<file path="src/rtl/turf_ram_scheduler.sv">
// Paint-RAM sequencer: clear arena, paint four players per move tick, then tally pixels and pick a winner.
// Tally reaches done N+1 cycles after entry (N = arena size); build with TURF_PAUSE_EN to add a pause input that freezes RUN.
module turf_ram_scheduler #(
   parameter int GAME_TICKS = 600,
   parameter int X_MAX      = 158,
   parameter int Y_MAX      = 119,
   parameter int COUNT_W    = 15
) (
   input  logic               CLOCK_50,
   input  logic               reset,
   input  logic               start,
`ifdef TURF_PAUSE_EN
   input  logic               pause,
`endif
   input  logic               move_tick,
   input  logic [14:0]        p1,
   input  logic [14:0]        p2,
   input  logic [14:0]        p3,
   input  logic [14:0]        p4,
   input  logic [2:0]         ram_q,
   output logic               ram_wren,
   output logic [14:0]        ram_address,
   output logic [2:0]         ram_data,
   output logic               running,
   output logic               done,
   output logic [COUNT_W-1:0] p1_count,
   output logic [COUNT_W-1:0] p2_count,
   output logic [COUNT_W-1:0] p3_count,
   output logic [COUNT_W-1:0] p4_count,
   output logic [1:0]         winner
);

   localparam int         TICK_W = $clog2(GAME_TICKS + 1);
   localparam logic [7:0] X_LAST = 8'(X_MAX);
   localparam logic [6:0] Y_LAST = 7'(Y_MAX);

   typedef enum logic [3:0] {
      IDLE, CLEAR, RUN, PAINT_P1, PAINT_P2, PAINT_P3, PAINT_P4, TALLY, DRAIN, DONE
   } state_t;

   state_t              state, state_nxt;
   logic [7:0]          scan_x;
   logic [6:0]          scan_y;
   logic [TICK_W-1:0]   tick_cnt;
   logic                rd_vld;
   logic                scan_last;
   logic                tick_go;
   logic [COUNT_W-1:0]  cnt     [4];
   logic [COUNT_W-1:0]  cnt_nxt [4];
   logic [COUNT_W-1:0]  best_cnt;
   logic [1:0]          win_nxt;

`ifdef TURF_PAUSE_EN
   assign tick_go = move_tick & ~pause;
`else
   assign tick_go = move_tick;
`endif

   assign scan_last = (scan_x == X_LAST) && (scan_y == Y_LAST);

   always_ff @(posedge CLOCK_50 or posedge reset) begin
      if (reset) state <= IDLE;
      else       state <= state_nxt;
   end

   always_comb begin
      state_nxt   = state;
      ram_wren    = 1'b0;
      ram_address = 15'd0;
      ram_data    = 3'b000;
      running     = 1'b0;
      done        = 1'b0;
      case (state)
         IDLE: begin
            if (start) state_nxt = CLEAR;
         end
         CLEAR: begin
            ram_wren    = 1'b1;
            ram_address = {scan_x, scan_y};
            if (scan_last) state_nxt = RUN;
         end
         RUN: begin
            running = 1'b1;
            if (tick_go) state_nxt = (tick_cnt == '0) ? TALLY : PAINT_P1;
         end
         PAINT_P1: begin
            running     = 1'b1;
            ram_wren    = 1'b1;
            ram_address = p1;
            ram_data    = 3'b001;
            state_nxt   = PAINT_P2;
         end
         PAINT_P2: begin
            running     = 1'b1;
            ram_wren    = 1'b1;
            ram_address = p2;
            ram_data    = 3'b010;
            state_nxt   = PAINT_P3;
         end
         PAINT_P3: begin
            running     = 1'b1;
            ram_wren    = 1'b1;
            ram_address = p3;
            ram_data    = 3'b100;
            state_nxt   = PAINT_P4;
         end
         PAINT_P4: begin
            running     = 1'b1;
            ram_wren    = 1'b1;
            ram_address = p4;
            ram_data    = 3'b110;
            state_nxt   = RUN;
         end
         TALLY: begin
            ram_address = {scan_x, scan_y};
            if (scan_last) state_nxt = DRAIN;
         end
         DRAIN: begin
            state_nxt = DONE;
         end
         DONE: begin
            done = 1'b1;
            if (start) state_nxt = CLEAR;
         end
         default: state_nxt = IDLE;
      endcase
   end

   // ram_q holds the colour of the address issued on the previous cycle
   always_comb begin
      for (int i = 0; i < 4; i++) cnt_nxt[i] = cnt[i];
      case (ram_q)
         3'b001:  cnt_nxt[0] = cnt[0] + COUNT_W'(1);
         3'b010:  cnt_nxt[1] = cnt[1] + COUNT_W'(1);
         3'b100:  cnt_nxt[2] = cnt[2] + COUNT_W'(1);
         3'b110:  cnt_nxt[3] = cnt[3] + COUNT_W'(1);
         default: ;
      endcase
   end

   // strict greater-than keeps the lowest player on a tie
   always_comb begin
      best_cnt = cnt_nxt[0];
      win_nxt  = 2'd0;
      for (int i = 1; i < 4; i++) begin
         if (cnt_nxt[i] > best_cnt) begin
            best_cnt = cnt_nxt[i];
            win_nxt  = 2'(i);
         end
      end
   end

   always_ff @(posedge CLOCK_50 or posedge reset) begin
      if (reset) begin
         scan_x   <= 8'd0;
         scan_y   <= 7'd0;
         tick_cnt <= '0;
         rd_vld   <= 1'b0;
         winner   <= 2'd0;
         for (int i = 0; i < 4; i++) cnt[i] <= '0;
      end else begin
         rd_vld <= (state == TALLY);
         case (state)
            IDLE, DONE: begin
               if (start) begin
                  scan_x <= 8'd0;
                  scan_y <= 7'd0;
               end
            end
            CLEAR, TALLY: begin
               if (scan_last) begin
                  scan_x <= 8'd0;
                  scan_y <= 7'd0;
               end else if (scan_y == Y_LAST) begin
                  scan_x <= scan_x + 8'd1;
                  scan_y <= 7'd0;
               end else begin
                  scan_y <= scan_y + 7'd1;
               end
               if (state == CLEAR && scan_last) tick_cnt <= TICK_W'(GAME_TICKS);
               if (state == TALLY && rd_vld) begin
                  for (int i = 0; i < 4; i++) cnt[i] <= cnt_nxt[i];
               end
            end
            RUN: begin
               if (tick_go) begin
                  if (tick_cnt == '0) begin
                     scan_x <= 8'd0;
                     scan_y <= 7'd0;
                     for (int i = 0; i < 4; i++) cnt[i] <= '0;
                  end else begin
                     tick_cnt <= tick_cnt - TICK_W'(1);
                  end
               end
            end
            DRAIN: begin
               for (int i = 0; i < 4; i++) cnt[i] <= cnt_nxt[i];
               winner <= win_nxt;
            end
            default: ;
         endcase
      end
   end

   assign p1_count = cnt[0];
   assign p2_count = cnt[1];
   assign p3_count = cnt[2];
   assign p4_count = cnt[3];

endmodule

</file>
<file path="config.mk">
export PLATFORM = sky130hd
export DESIGN_NAME = turf_ram_scheduler
export DESIGN_NICKNAME = d
export VERILOG_FILES = /design/src/rtl/turf_ram_scheduler.sv
export SDC_FILE = /design/constraint.sdc
export NUM_CORES = 1
export LEC_CHECK = 0
export CAP_MARGIN = 15
export CORE_MARGIN = 2
export CORE_UTILIZATION = 30
export CTS_BUF_LIST = sky130_fd_sc_hd__clkbuf_8
export CTS_CLUSTER_DIAMETER = 120
export DETAILED_ROUTE_END_ITERATION = 6
export PLACE_DENSITY = 0.61
export RECOVER_POWER = 50
export SLEW_MARGIN = 20
export SYNTH_ARGS = -nofsm -noshare
export SYNTH_HDL_FRONTEND = slang
export SYNTH_SLANG_ARGS = --single-unit
</file>
<file path="constraint.sdc">
create_clock -name CLOCK_50 -period 7 [get_ports CLOCK_50]
set_clock_uncertainty 0.05 [all_clocks]
set_input_delay 1.05 -clock CLOCK_50 [delete_from_list [all_inputs] [get_ports CLOCK_50]]
set_output_delay 1.05 -clock CLOCK_50 [all_outputs]
set_load 0.1 [all_outputs]
</file>
==> impl_metrics.py, run 1 <==
metrics = {
    "cells_and_area": {
        "fin_area_mm2": 0.01020,
        "layout_common_cells": "144 x sky130_fd_sc_hd__clkdlybuf4s50_1, 127 x sky130_fd_sc_hd__nand2_1, 95 x sky130_fd_sc_hd__o21ai_0, 91 x sky130_fd_sc_hd__buf_4, 90 x sky130_fd_sc_hd__dfrtp_1",
        "post-route-util": 0.4245,
        "syn_to_final_growth_pct": 40.15,
        "finalNonFillerCells": 1443,
        "multi_input_gate_area_mm2": 0.004970,
        "antenna_cells": 0,
        "layout.filler_cells": 2411,
        "seq_area_mm2": 0.002305,
        "nNetsFinal": 1230,
        "layout_commonest_cell": "sky130_fd_sc_hd__clkdlybuf4s50_1",
        "drive_gt1_frac": 0.1653,
    },
    "floorplan": {
        "die_height_um": 159.8,
        "initial_core_util": 0.3029,
        "design.core.area_mm2": 0.02403,
        "num_rows": 57,
        "die_w_um": 159.8,
        "die-area_mm2": 0.02553,
        "number_of_top_level_pins": 150,
    },
    "placed_design": {
        "postPlaceCellArea_mm2": 0.009721,
        "globalplace.congestion": 0.8607,
        "dp_slack_ns": -0.5986,
        "place_hpwl_um": 17190,
        "port_buffers": 149,
        "numPlacedInstances": 1415,
    },
    "yosys": {
        "synth_top_family_by_area": "simple AND/OR/NAND/NOR gates",
        "synth.lib_cells_used.distinct": 62,
        "synth_simple_gate_area_frac": 0.2374,
        "synth.area.mux_share": 0.02320,
        "asyncSetResetFlopFracSynth": 1.000,
        "mappedNetlistNets": 1015,
        "yosys_warnings": 0,
        "synth-compound-area-share": 0.2166,
        "syn_avg_cell_area_um2": 8.097,
        "yosys.area_share.adder": 0.08714,
        "number_of_synthesized_flops_with_an_enable_pin": 0,
        "synth_cells": 899,
        "synth_top_flop_cell": "sky130_fd_sc_hd__dfrtp_1",
        "ys_seq_elements": 92,
        "netlist_area_mm2": 0.007279,
        "synth-xor-area-share": 0.07821,
        "synth_seq_area_share": 0.3163,
    },
    "critical_path": {
        "r2r_cells": 29,
        "crit_path_start": "ram_q[2]",
        "crit_path_start_kind": "primary input",
        "worst_ep_arrival_time_ns": 6.94,
        "setup.worst_path.class": "primary input to flop",
        "worstPathRequired_ns": 7.22,
        "worst_setup_path_end_kind": "flop",
        "worst_r2r_start": "p2_count[0]$_DFFE_PP0P_",
        "cp_max_fo": 7,
    },
    "timing": {
        "setup_viol": 0,
        "timing_hold_violations_final": 0,
        "timing.final.max_slew_violations": 185,
        "relSlewSlack": -1.292,
        "fmaxAchievable_mhz": 148.9,
        "finalCritPeriodShare": 0.9594,
        "worst-slew-pin-transition_ns": 3.438,
        "post-route-worst-setup-slack_ns": 0.2843,
        "final_period_minus_worst_setup_slack_ns": 6.716,
    },
    "pwr": {
        "seq_power_share": 0.155,
        "power.share.switching": 0.5334,
        "clock_power_share": 0.074,
        "switching_power_mw": 2.455,
        "power.leakage_nw": 4.375,
        "internal-power_mw": 2.147,
        "total_power_mw": 4.602,
        "combinationalPowerShare": 0.771,
        "worst_ir_drop_vdd_mv": 0.5247,
        "p_per_area_mw_per_mm2": 451.0,
    },
    "global_route": {
        "met1_usage": 0.2345,
        "groute.layer.met2.usage": 0.3034,
        "globalRoute.busiestLayer": "met2",
        "antenna_violations_before_repair": 0,
        "grt_first_pass_wirelength_um": 37170,
        "grt_start_max_net_pins": 90,
        "grt_use_met3": 0.03506,
        "overflow": 0,
        "total_global_routing_track_utilization": 0.1780,
        "via_count_of_the_first_global_routing_pass": 7168,
    },
    "detailed_routing": {
        "ant_nets": 0,
        "post_drt_via_cell_ratio": 5.133,
        "drt-pass1-iter-count": 5,
        "detail_route.iter0.violations": 429,
        "post_route_drc": 0,
        "vias_after_detailed_routing": 7407,
        "routed_wl_um": 22780,
        "wire_per_inst_um": 15.79,
    },
    "cts": {
        "h-tree-depth": 3,
        "number_of_buffers_on_the_longest_clock_path": 2,
        "cts_tree": "yes",
        "clk_pin_slew_ns": 0.09,
        "tritoncts_num_sinks": 92,
        "cts_hold_repair.buffers": 0,
        "tritoncts.num_buffers": 9,
        "clk_root_buffer_cell": "sky130_fd_sc_hd__clkbuf_8",
        "clock_latency_on_the_worst_skew_pair_ns": 0.39,
    },
    "hold_path": {
        "whs_path_depth": 1,
        "hold_startpoint": "tick_cnt[9]$_DFFE_PP0P_",
        "class_of_the_tightest_hold_or_removal_check": "flop to flop",
    },
    "job": {
        "maxCapViolCount": 3,
    },
    "outcome": {
        "result_of_the_run": "finished, violations left",
        "failed_checks": "capacitance limit, slew limit",
    },
}
## layer usage
layer	part of all wire	vias up	wire, µm
met3	0.045	15	1034
li1	-	3693	-
met2	0.49	146	11130
met4	0.011	0	245
met1	0.46	3553	10370
met5	0	-	0
## sequential cells by signal, summed over array words and instances, names as in the netlist
name,count
scan_x,8
rd_vld,1
tick_cnt,10
p2_count,15
p4_count,15
state,4
scan_y,7
p3_count,15
p1_count,15
winner,2
## power groups by stage
stage	Sequential, mW	Combinational, mW	Clock, mW
2_1_floorplan	0.827	2.27	0
3_3_place_gp	0.722	3.22	0
3_5_place_dp	0.721	3.27	0
4_1_cts	0.711	3.32	0.355
5_1_grt	0.727	3.88	0.374
6_report	0.712	3.55	0.342
## logic make-up (layout without fill, tap and decap cells)
family / count (synthesis) / after routing
buffers and inverters: 71 / 291
xor gates and xnor gates: 65 / 65
and+or+nand+nor: 358 / 358
DFF: 92 / 92
adders and majority gates: 51 / 51
muxes: 14 / 14
AOI/OAI and AO/OA: 248 / 248
## final cells by class
type	count	share of cell area
timing repair buffer	249	0.2201
sequential	92	0.2259
inverter	26	0.009688
clock buffer	10	0.01349
tap	324	0.03974
clock inverter	6	0.003924
multi-input combinational	736	0.4871
## final timing paths
kind | endpoint | slack [ns]
setup / recovery | winner[1]$_DFFE_PP0N_ | 0.28
hold reg to reg | tick_cnt[9]$_DFFE_PP0P_ | 0.43
setup reg to reg | winner[1]$_DFFE_PP0N_ | 0.58
max in group asynchronous | p3_count[1]$_DFFE_PP0P_ | 1.84
min in group asynchronous | p3_count[12]$_DFFE_PP0P_ | 1.44
hold / removal | tick_cnt[9]$_DFFE_PP0P_ | 0.43
## synthesized netlist by cell type, drive strengths merged (26+ instances only)
library cell  number  area share
inv               26       0.013
nand3             48       0.033
ha                49       0.084
nand2            130       0.068
clkbuf            39       0.020
xor2              28       0.034
o31ai             33       0.034
o21ai             99       0.068
a22oi             28       0.029
xnor2             37       0.045
nor2              77       0.040
dfrtp             92        0.32
## worst max-delay path, cell delays in order
cell,delay (ns)
sky130_fd_sc_hd__clkdlybuf4s15_1,0.20
sky130_fd_sc_hd__or3b_4,0.47
sky130_fd_sc_hd__nor3_4,0.25
sky130_fd_sc_hd__and2_4,0.18
sky130_fd_sc_hd__nand2_2,0.06
sky130_fd_sc_hd__xor2_2,0.17
sky130_fd_sc_hd__ha_1,0.30
sky130_fd_sc_hd__a21oi_1,0.07
sky130_fd_sc_hd__maj3_2,0.33
sky130_fd_sc_hd__o221ai_4,0.25
sky130_fd_sc_hd__buf_4,0.16
sky130_fd_sc_hd__o21a_1,0.13
sky130_fd_sc_hd__mux2_2,0.34
sky130_fd_sc_hd__ha_1,0.29
sky130_fd_sc_hd__a21o_1,0.18
sky130_fd_sc_hd__a21o_1,0.18
sky130_fd_sc_hd__a21oi_2,0.15
sky130_fd_sc_hd__nand2_1,0.11
sky130_fd_sc_hd__o21ai_4,0.31
sky130_fd_sc_hd__buf_6,0.17
sky130_fd_sc_hd__o221ai_1,0.12
sky130_fd_sc_hd__ha_1,0.34
sky130_fd_sc_hd__and4_1,0.21
sky130_fd_sc_hd__nand4_1,0.12
sky130_fd_sc_hd__or4_1,0.51
sky130_fd_sc_hd__a21boi_1,0.19
sky130_fd_sc_hd__a21oi_1,0.09
## repair_timing
action / in CTS / in global routing
gates resized for setup: 11 / 43
gates cloned: 0 / 1
setup buffers: 5 / 7
pin swaps: 15 / 28
setup endpoints to repair: 2 / 2
## per-stage QoR
step            TNS, ns  hold WS, ns
6_report              0       0.4316
5_1_grt        -0.04655       0.4571
4_1_cts               0       0.4396
3_5_place_dp     -1.193       0.4249
3_3_place_gp     -1.134       0.4216
2_1_floorplan   -0.1752       0.3866
Power figures use the tool's default switching activity.
==> inputs of run 2 (changes only) <==
--- a/config.mk
+++ b/config.mk
@@ -11,7 +11,7 @@
 export CTS_BUF_LIST = sky130_fd_sc_hd__clkbuf_8
 export CTS_CLUSTER_DIAMETER = 120
 export DETAILED_ROUTE_END_ITERATION = 6
-export PLACE_DENSITY = 0.61
+export PLACE_DENSITY = 0.52
 export RECOVER_POWER = 50
 export SLEW_MARGIN = 20
 export SYNTH_ARGS = -nofsm -noshare
==> impl_metrics.py, run 2 (synthesis gave the netlist of run 1 again) <==
metrics = {
    "critical_path": {
        "worst_ep_arrival_time_ns": 6.95,
        "cp_top_family": "simple AND/OR/NAND/NOR gates",
        "setup.worst_path.class": "primary input to flop",
        "worst_path_slowest_cell": "sky130_fd_sc_hd__or4_4",
        "cp_max_fo": 8,
        "critical-path-max-stage-delay_ns": 0.53,
        "critical-path-top-cell-by-count": "sky130_fd_sc_hd__ha_1",
        "cp_num_buf_inv": 4,
        "crit_path_start_kind": "primary input",
        "worstPathRequired_ns": 7.22,
        "regToRegSetupSlack_ns": 0.59,
        "worst_setup_path_end_kind": "flop",
    },
    "global_route": {
        "antenna_violations_before_repair": 0,
        "via_count_of_the_first_global_routing_pass": 7035,
        "grt_start_max_net_pins": 60,
        "overflow": 0,
        "grt_first_pass_wirelength_um": 38590,
        "total_global_routing_track_utilization": 0.1865,
    },
    "cells_and_area": {
        "finalNonFillerCells": 1442,
        "post-route-util": 0.4194,
        "nNetsFinal": 1231,
        "layout_common_cells": "131 x sky130_fd_sc_hd__clkdlybuf4s50_1, 129 x sky130_fd_sc_hd__nand2_1, 96 x sky130_fd_sc_hd__o21ai_0, 94 x sky130_fd_sc_hd__buf_4, 90 x sky130_fd_sc_hd__dfrtp_1",
        "layout_commonest_cell": "sky130_fd_sc_hd__clkdlybuf4s50_1",
        "drive_gt1_frac": 0.1413,
        "syn_to_final_growth_pct": 38.48,
        "antenna_cells": 0,
        "fin_area_mm2": 0.01008,
    },
    "detailed_routing": {
        "post_drt_via_cell_ratio": 5.044,
        "ant_nets": 0,
        "post_route_drc": 0,
        "detail_route.iter0.violations": 480,
        "vias_after_detailed_routing": 7273,
        "wire_per_inst_um": 16.33,
        "routed_wl_um": 23560,
        "drt-pass1-iter-count": 6,
    },
    "cts": {
        "tritoncts.num_buffers": 9,
        "tritoncts_num_sinks": 92,
        "clk_root_buffer_cell": "sky130_fd_sc_hd__clkbuf_8",
        "clk_pin_slew_ns": 0.09,
        "cts_hold_repair.buffers": 0,
        "number_of_buffers_on_the_longest_clock_path": 2,
        "cts_tree": "yes",
        "h-tree-depth": 3,
        "clock_latency_on_the_worst_skew_pair_ns": 0.38,
    },
    "pwr": {
        "p_per_area_mw_per_mm2": 462.6,
        "total_power_mw": 4.663,
        "worst_ir_drop_vdd_mv": 0.3529,
        "power.leakage_nw": 4.422,
    },
    "timing": {
        "timing.final.max_slew_violations": 134,
        "fin_worst_hold_slack_ns": 0.4244,
        "timing_hold_violations_final": 0,
        "final_period_minus_worst_setup_slack_ns": 6.736,
        "finalCritPeriodShare": 0.9622,
        "relSlewSlack": -1.178,
        "finalSetupTns_ns": 0,
        "fmaxAchievable_mhz": 148.5,
        "post-route-worst-setup-slack_ns": 0.2645,
        "worst-slew-pin-transition_ns": 3.268,
        "setup_viol": 0,
        "unrepaired_setup_endpoints_after_global_routing": "false",
    },
    "job": {
        "maxCapViolCount": 3,
    },
    "outcome": {
        "failed_checks": "capacitance limit, slew limit",
        "result_of_the_run": "finished, violations left",
    },
    "floorplan": {
        "num_rows": 57,
        "die-area_mm2": 0.02553,
        "die_w_um": 159.8,
        "initial_core_util": 0.3029,
        "number_of_top_level_pins": 150,
        "design.core.area_mm2": 0.02403,
        "die_height_um": 159.8,
    },
    "placed_design": {
        "numPlacedInstances": 1420,
        "dp_slack_ns": -0.5477,
        "port_buffers": 149,
        "globalplace.congestion": 0.8179,
        "postPlaceCellArea_mm2": 0.009747,
        "place_hpwl_um": 17980,
    },
    "hold_path": {
        "class_of_the_tightest_hold_or_removal_check": "flop to flop",
    },
}
## run 2: changes by cell type in the layout (fill, tap and decap cells not counted), moves of 3 or more
cell | before | now
sky130_fd_sc_hd__dlygate4sd3_1 | 2 | 15
sky130_fd_sc_hd__xor2_2 | 6 | 3
sky130_fd_sc_hd__clkdlybuf4s50_1 | 144 | 131
sky130_fd_sc_hd__xor2_1 | 22 | 25
sky130_fd_sc_hd__nor2_2 | 5 | 0
sky130_fd_sc_hd__mux2i_2 | 3 | 0
sky130_fd_sc_hd__mux2i_1 | 0 | 3
sky130_fd_sc_hd__ha_1 | 45 | 48
sky130_fd_sc_hd__ha_4 | 4 | 1
sky130_fd_sc_hd__buf_4 | 91 | 94
sky130_fd_sc_hd__nor2_1 | 70 | 77
## run 2: power by group
part	switching, mW	internal [mW]	leakage [nW]
combinational	2.14	1.42	3.08
sequential	0.116	0.596	1.24
clock	0.197	0.197	0.103
total	2.45	2.22	4.42
## run 2: cell type report
| type | instances | area, µm² |
|---|---|---|
| clock buffers | 9 | 123.9 |
| clock inverters | 5 | 80.08 |
| fillers | 2473 | 13950 |
| inverters | 26 | 98.84 |
| multi-input cells | 736 | 4805 |
| flip-flops and latches | 92 | 2305 |
| well taps | 324 | 405.4 |
| repair buffers | 250 | 2263 |
## run 2: layer usage
metal / global-route usage / wire [µm] / up-vias
li1: - / - / 3684
met1: 0.2667 / 11370 / 3444
met2: 0.2936 / 10920 / 125
met3: 0.03065 / 867 / 20
met4: 0.04668 / 398 / 0
met5: 0 / 0 / -
## run 2: final timing paths
kind,from,depth (start not counted),endpoint
min in group asynchronous,reset,2,p1_count[11]$_DFFE_PP0P_
min,tick_cnt[9]$_DFFE_PP0P_,1,tick_cnt[9]$_DFFE_PP0P_
max reg2reg,p2_count[0]$_DFFE_PP0P_,27,winner[0]$_DFFE_PP0N_
max in group asynchronous,reset,3,p4_count[7]$_DFFE_PP0P_
max,ram_q[1],28,winner[0]$_DFFE_PP0N_
min reg2reg,tick_cnt[9]$_DFFE_PP0P_,1,tick_cnt[9]$_DFFE_PP0P_
## run 2: worst reg2reg max path, cell delays in order (launching register included)
cell and delay [ns]:
sky130_fd_sc_hd__dfrtp_2 0.45, sky130_fd_sc_hd__ha_1 0.25, sky130_fd_sc_hd__nand4b_1 0.22, sky130_fd_sc_hd__or3_1 0.49, sky130_fd_sc_hd__xor2_2 0.19, sky130_fd_sc_hd__inv_1 0.06
sky130_fd_sc_hd__ha_1 0.28, sky130_fd_sc_hd__and3_1 0.16, sky130_fd_sc_hd__nand4_1 0.16, sky130_fd_sc_hd__o32a_1 0.45, sky130_fd_sc_hd__nand2_4 0.13, sky130_fd_sc_hd__buf_6 0.13
sky130_fd_sc_hd__mux2_4 0.32, sky130_fd_sc_hd__ha_1 0.30, sky130_fd_sc_hd__a21o_1 0.19, sky130_fd_sc_hd__a21o_1 0.17, sky130_fd_sc_hd__a21oi_1 0.14, sky130_fd_sc_hd__nand2_1 0.10
sky130_fd_sc_hd__o21ai_4 0.26, sky130_fd_sc_hd__buf_12 0.16, sky130_fd_sc_hd__buf_4 0.11, sky130_fd_sc_hd__o221ai_1 0.13, sky130_fd_sc_hd__ha_1 0.32, sky130_fd_sc_hd__and4_1 0.19
sky130_fd_sc_hd__nand4_1 0.13, sky130_fd_sc_hd__or4_4 0.53, sky130_fd_sc_hd__a21boi_2 0.17, sky130_fd_sc_hd__a21oi_1 0.08
## run 2: repair_timing
action	in CTS	in global routing
endpoints found under the setup margin	2	2
buffers inserted	6	3
gates resized for setup	10	18
pin swaps	5	13
==> inputs of run 3 (changes only) <==
--- a/config.mk
+++ b/config.mk
@@ -10,9 +10,11 @@
 export CORE_UTILIZATION = 30
 export CTS_BUF_LIST = sky130_fd_sc_hd__clkbuf_8
 export CTS_CLUSTER_DIAMETER = 120
+export CTS_CLUSTER_SIZE = 10
 export DETAILED_ROUTE_END_ITERATION = 6
 export PLACE_DENSITY = 0.52
 export RECOVER_POWER = 50
+export REMOVE_ABC_BUFFERS = 1
 export SLEW_MARGIN = 20
 export SYNTH_ARGS = -nofsm -noshare
 export SYNTH_HDL_FRONTEND = slang
==> impl_metrics.py, run 3 (synthesis gave the netlist of run 1 again) <==
metrics = {
    "outcome": {
        "result_of_the_run": "finished, violations left",
        "failed_checks": "capacitance limit, slew limit",
    },
    "pwr": {
        "power.leakage_nw": 4.437,
        "worst_ir_drop_vdd_mv": 0.3502,
        "p_per_area_mw_per_mm2": 470.5,
        "total_power_mw": 4.816,
    },
    "detailed_routing": {
        "wire_per_inst_um": 16.14,
        "ant_nets": 0,
        "routed_wl_um": 23380,
        "drt-pass1-iter-count": 5,
        "vias_after_detailed_routing": 7376,
        "post_drt_via_cell_ratio": 5.094,
        "detail_route.iter0.violations": 394,
        "post_route_drc": 0,
    },
    "timing": {
        "unrepaired_setup_endpoints_after_global_routing": "true",
        "finalCritPeriodShare": 0.9760,
        "finalSetupTns_ns": 0,
        "fmaxAchievable_mhz": 146.4,
        "relSlewSlack": -1.318,
        "timing.final.max_slew_violations": 187,
        "worst-slew-pin-transition_ns": 3.477,
        "setup_viol": 0,
        "timing_hold_violations_final": 0,
        "fin_worst_hold_slack_ns": 0.4381,
        "final_period_minus_worst_setup_slack_ns": 6.832,
    },
    "hold_path": {
        "class_of_the_tightest_hold_or_removal_check": "flop to flop",
    },
    "critical_path": {
        "worst_setup_path_end_kind": "flop",
        "worst_ep_arrival_time_ns": 7.04,
        "setup.worst_path.class": "primary input to flop",
        "critical-path-max-stage-delay_ns": 0.47,
        "crit_path_start_kind": "primary input",
        "worstPathRequired_ns": 7.21,
        "critical-path-top-cell-by-count": "sky130_fd_sc_hd__a21o_1",
        "cp_top_family": "compound AO/OA/AOI/OAI gates",
        "cp_max_fo": 8,
        "cp_num_buf_inv": 4,
        "worst_path_slowest_cell": "sky130_fd_sc_hd__or4_1",
    },
    "cts": {
        "clock_latency_on_the_worst_skew_pair_ns": 0.38,
        "tritoncts_num_sinks": 92,
        "number_of_buffers_on_the_longest_clock_path": 2,
        "clk_root_buffer_cell": "sky130_fd_sc_hd__clkbuf_8",
        "tritoncts.num_buffers": 9,
        "h-tree-depth": 3,
        "cts_tree": "yes",
        "clk_pin_slew_ns": 0.08,
    },
    "global_route": {
        "grt_first_pass_wirelength_um": 37500,
        "met1_usage": 0.2477,
        "total_global_routing_track_utilization": 0.1810,
        "grt_start_max_net_pins": 92,
        "groute.layer.met2.usage": 0.2987,
        "via_count_of_the_first_global_routing_pass": 6983,
        "overflow": 0,
        "grt_use_met3": 0.03636,
        "globalRoute.busiestLayer": "met2",
        "antenna_violations_before_repair": 0,
    },
    "floorplan": {
        "num_rows": 57,
        "design.core.area_mm2": 0.02403,
        "die_w_um": 159.8,
        "initial_core_util": 0.3029,
        "die_height_um": 159.8,
        "number_of_top_level_pins": 150,
        "die-area_mm2": 0.02553,
    },
    "cells_and_area": {
        "nNetsFinal": 1237,
        "layout_common_cells": "143 x sky130_fd_sc_hd__clkdlybuf4s50_1, 127 x sky130_fd_sc_hd__nand2_1, 98 x sky130_fd_sc_hd__buf_4, 94 x sky130_fd_sc_hd__o21ai_0, 92 x sky130_fd_sc_hd__dfrtp_1",
        "fin_area_mm2": 0.01024,
        "syn_to_final_growth_pct": 40.62,
        "drive_gt1_frac": 0.1619,
        "layout_commonest_cell": "sky130_fd_sc_hd__clkdlybuf4s50_1",
        "layout.filler_cells": 2451,
        "post-route-util": 0.4259,
        "antenna_cells": 0,
    },
    "placed_design": {
        "place_hpwl_um": 17360,
        "postPlaceCellArea_mm2": 0.009758,
        "port_buffers": 149,
        "globalplace.congestion": 0.8401,
    },
    "job": {
        "maxCapViolCount": 3,
    },
}
-- run 3: cell types whose count changed in the layout (fill, tap and decap cells not counted), sizes merged --
cell / previous run / this run
clkdlybuf4s50: 131 / 143
clkinvlp: 2 / 1
clkinv: 1 / 0
clkbuf: 14 / 15
inv: 26 / 27
buf: 99 / 105
dlygate4sd3: 15 / 3
-- run 3: layout make-up --
cell class	instances	area (µm²)	share of cell area
multi-input combinational	736	4918	0.4805
timing repair buffer	256	2306	0.2253
sequential	92	2302	0.2249
tap	324	405.4	0.03960
clock buffer	10	137.6	0.01345
inverter	26	98.84	0.009656
clock inverter	4	67.56	0.006601
-- run 3: metal layers --
layer | up-vias | part of all wire
met1 | 3495 | 0.46
li1 | 3701 | -
met5 | - | 0
met4 | 0 | 0.010
met3 | 16 | 0.049
met2 | 164 | 0.48
-- run 3: path summary, 6_finish.rpt --
| check | start | endpoint | slack, ns | cells past startpoint |
|---|---|---|---|---|
| max | ram_q[0] | winner[0]$_DFFE_PP0N_ | 0.17 | 34 |
| min | tick_cnt[9]$_DFFE_PP0P_ | tick_cnt[9]$_DFFE_PP0P_ | 0.44 | 1 |
| max reg2reg | p2_count[1]$_DFFE_PP0P_ | winner[0]$_DFFE_PP0N_ | 0.36 | 34 |
| min reg2reg | tick_cnt[9]$_DFFE_PP0P_ | tick_cnt[9]$_DFFE_PP0P_ | 0.44 | 1 |
| max in group asynchronous | reset | tick_cnt[9]$_DFFE_PP0P_ | 1.66 | 3 |
| min in group asynchronous | reset | p4_count[12]$_DFFE_PP0P_ | 1.47 | 2 |
-- run 3: report_power, final --
part / internal (mW) / switching [mW] / total [mW] / leakage (nW)
Combinational: 1.46 / 2.24 / 3.71 / 3.08
Clock: 0.205 / 0.201 / 0.406 / 0.111
Sequential: 0.595 / 0.109 / 0.704 / 1.24
Total: 2.27 / 2.55 / 4.82 / 4.44
-- run 3: what timing repair did --
action	4_1_cts	5_1_grt
endpoints found under the setup margin	2	2
endpoints found under the hold margin	0	0
buffers inserted	5	4
hold buffers	0	0
resized for setup	16	44
pin swaps	10	38
cloned	0	1
-- run 3: per-stage QoR --
step | cells | worst slack, ns
after global placement | 1425 | -0.7398
after CTS | 1444 | 0.0008971
after global routing | 1448 | -0.1159
final | 1448 | 0.1680
after floorplan | 854 | -2.187
after detailed placement | 1425 | -0.7963
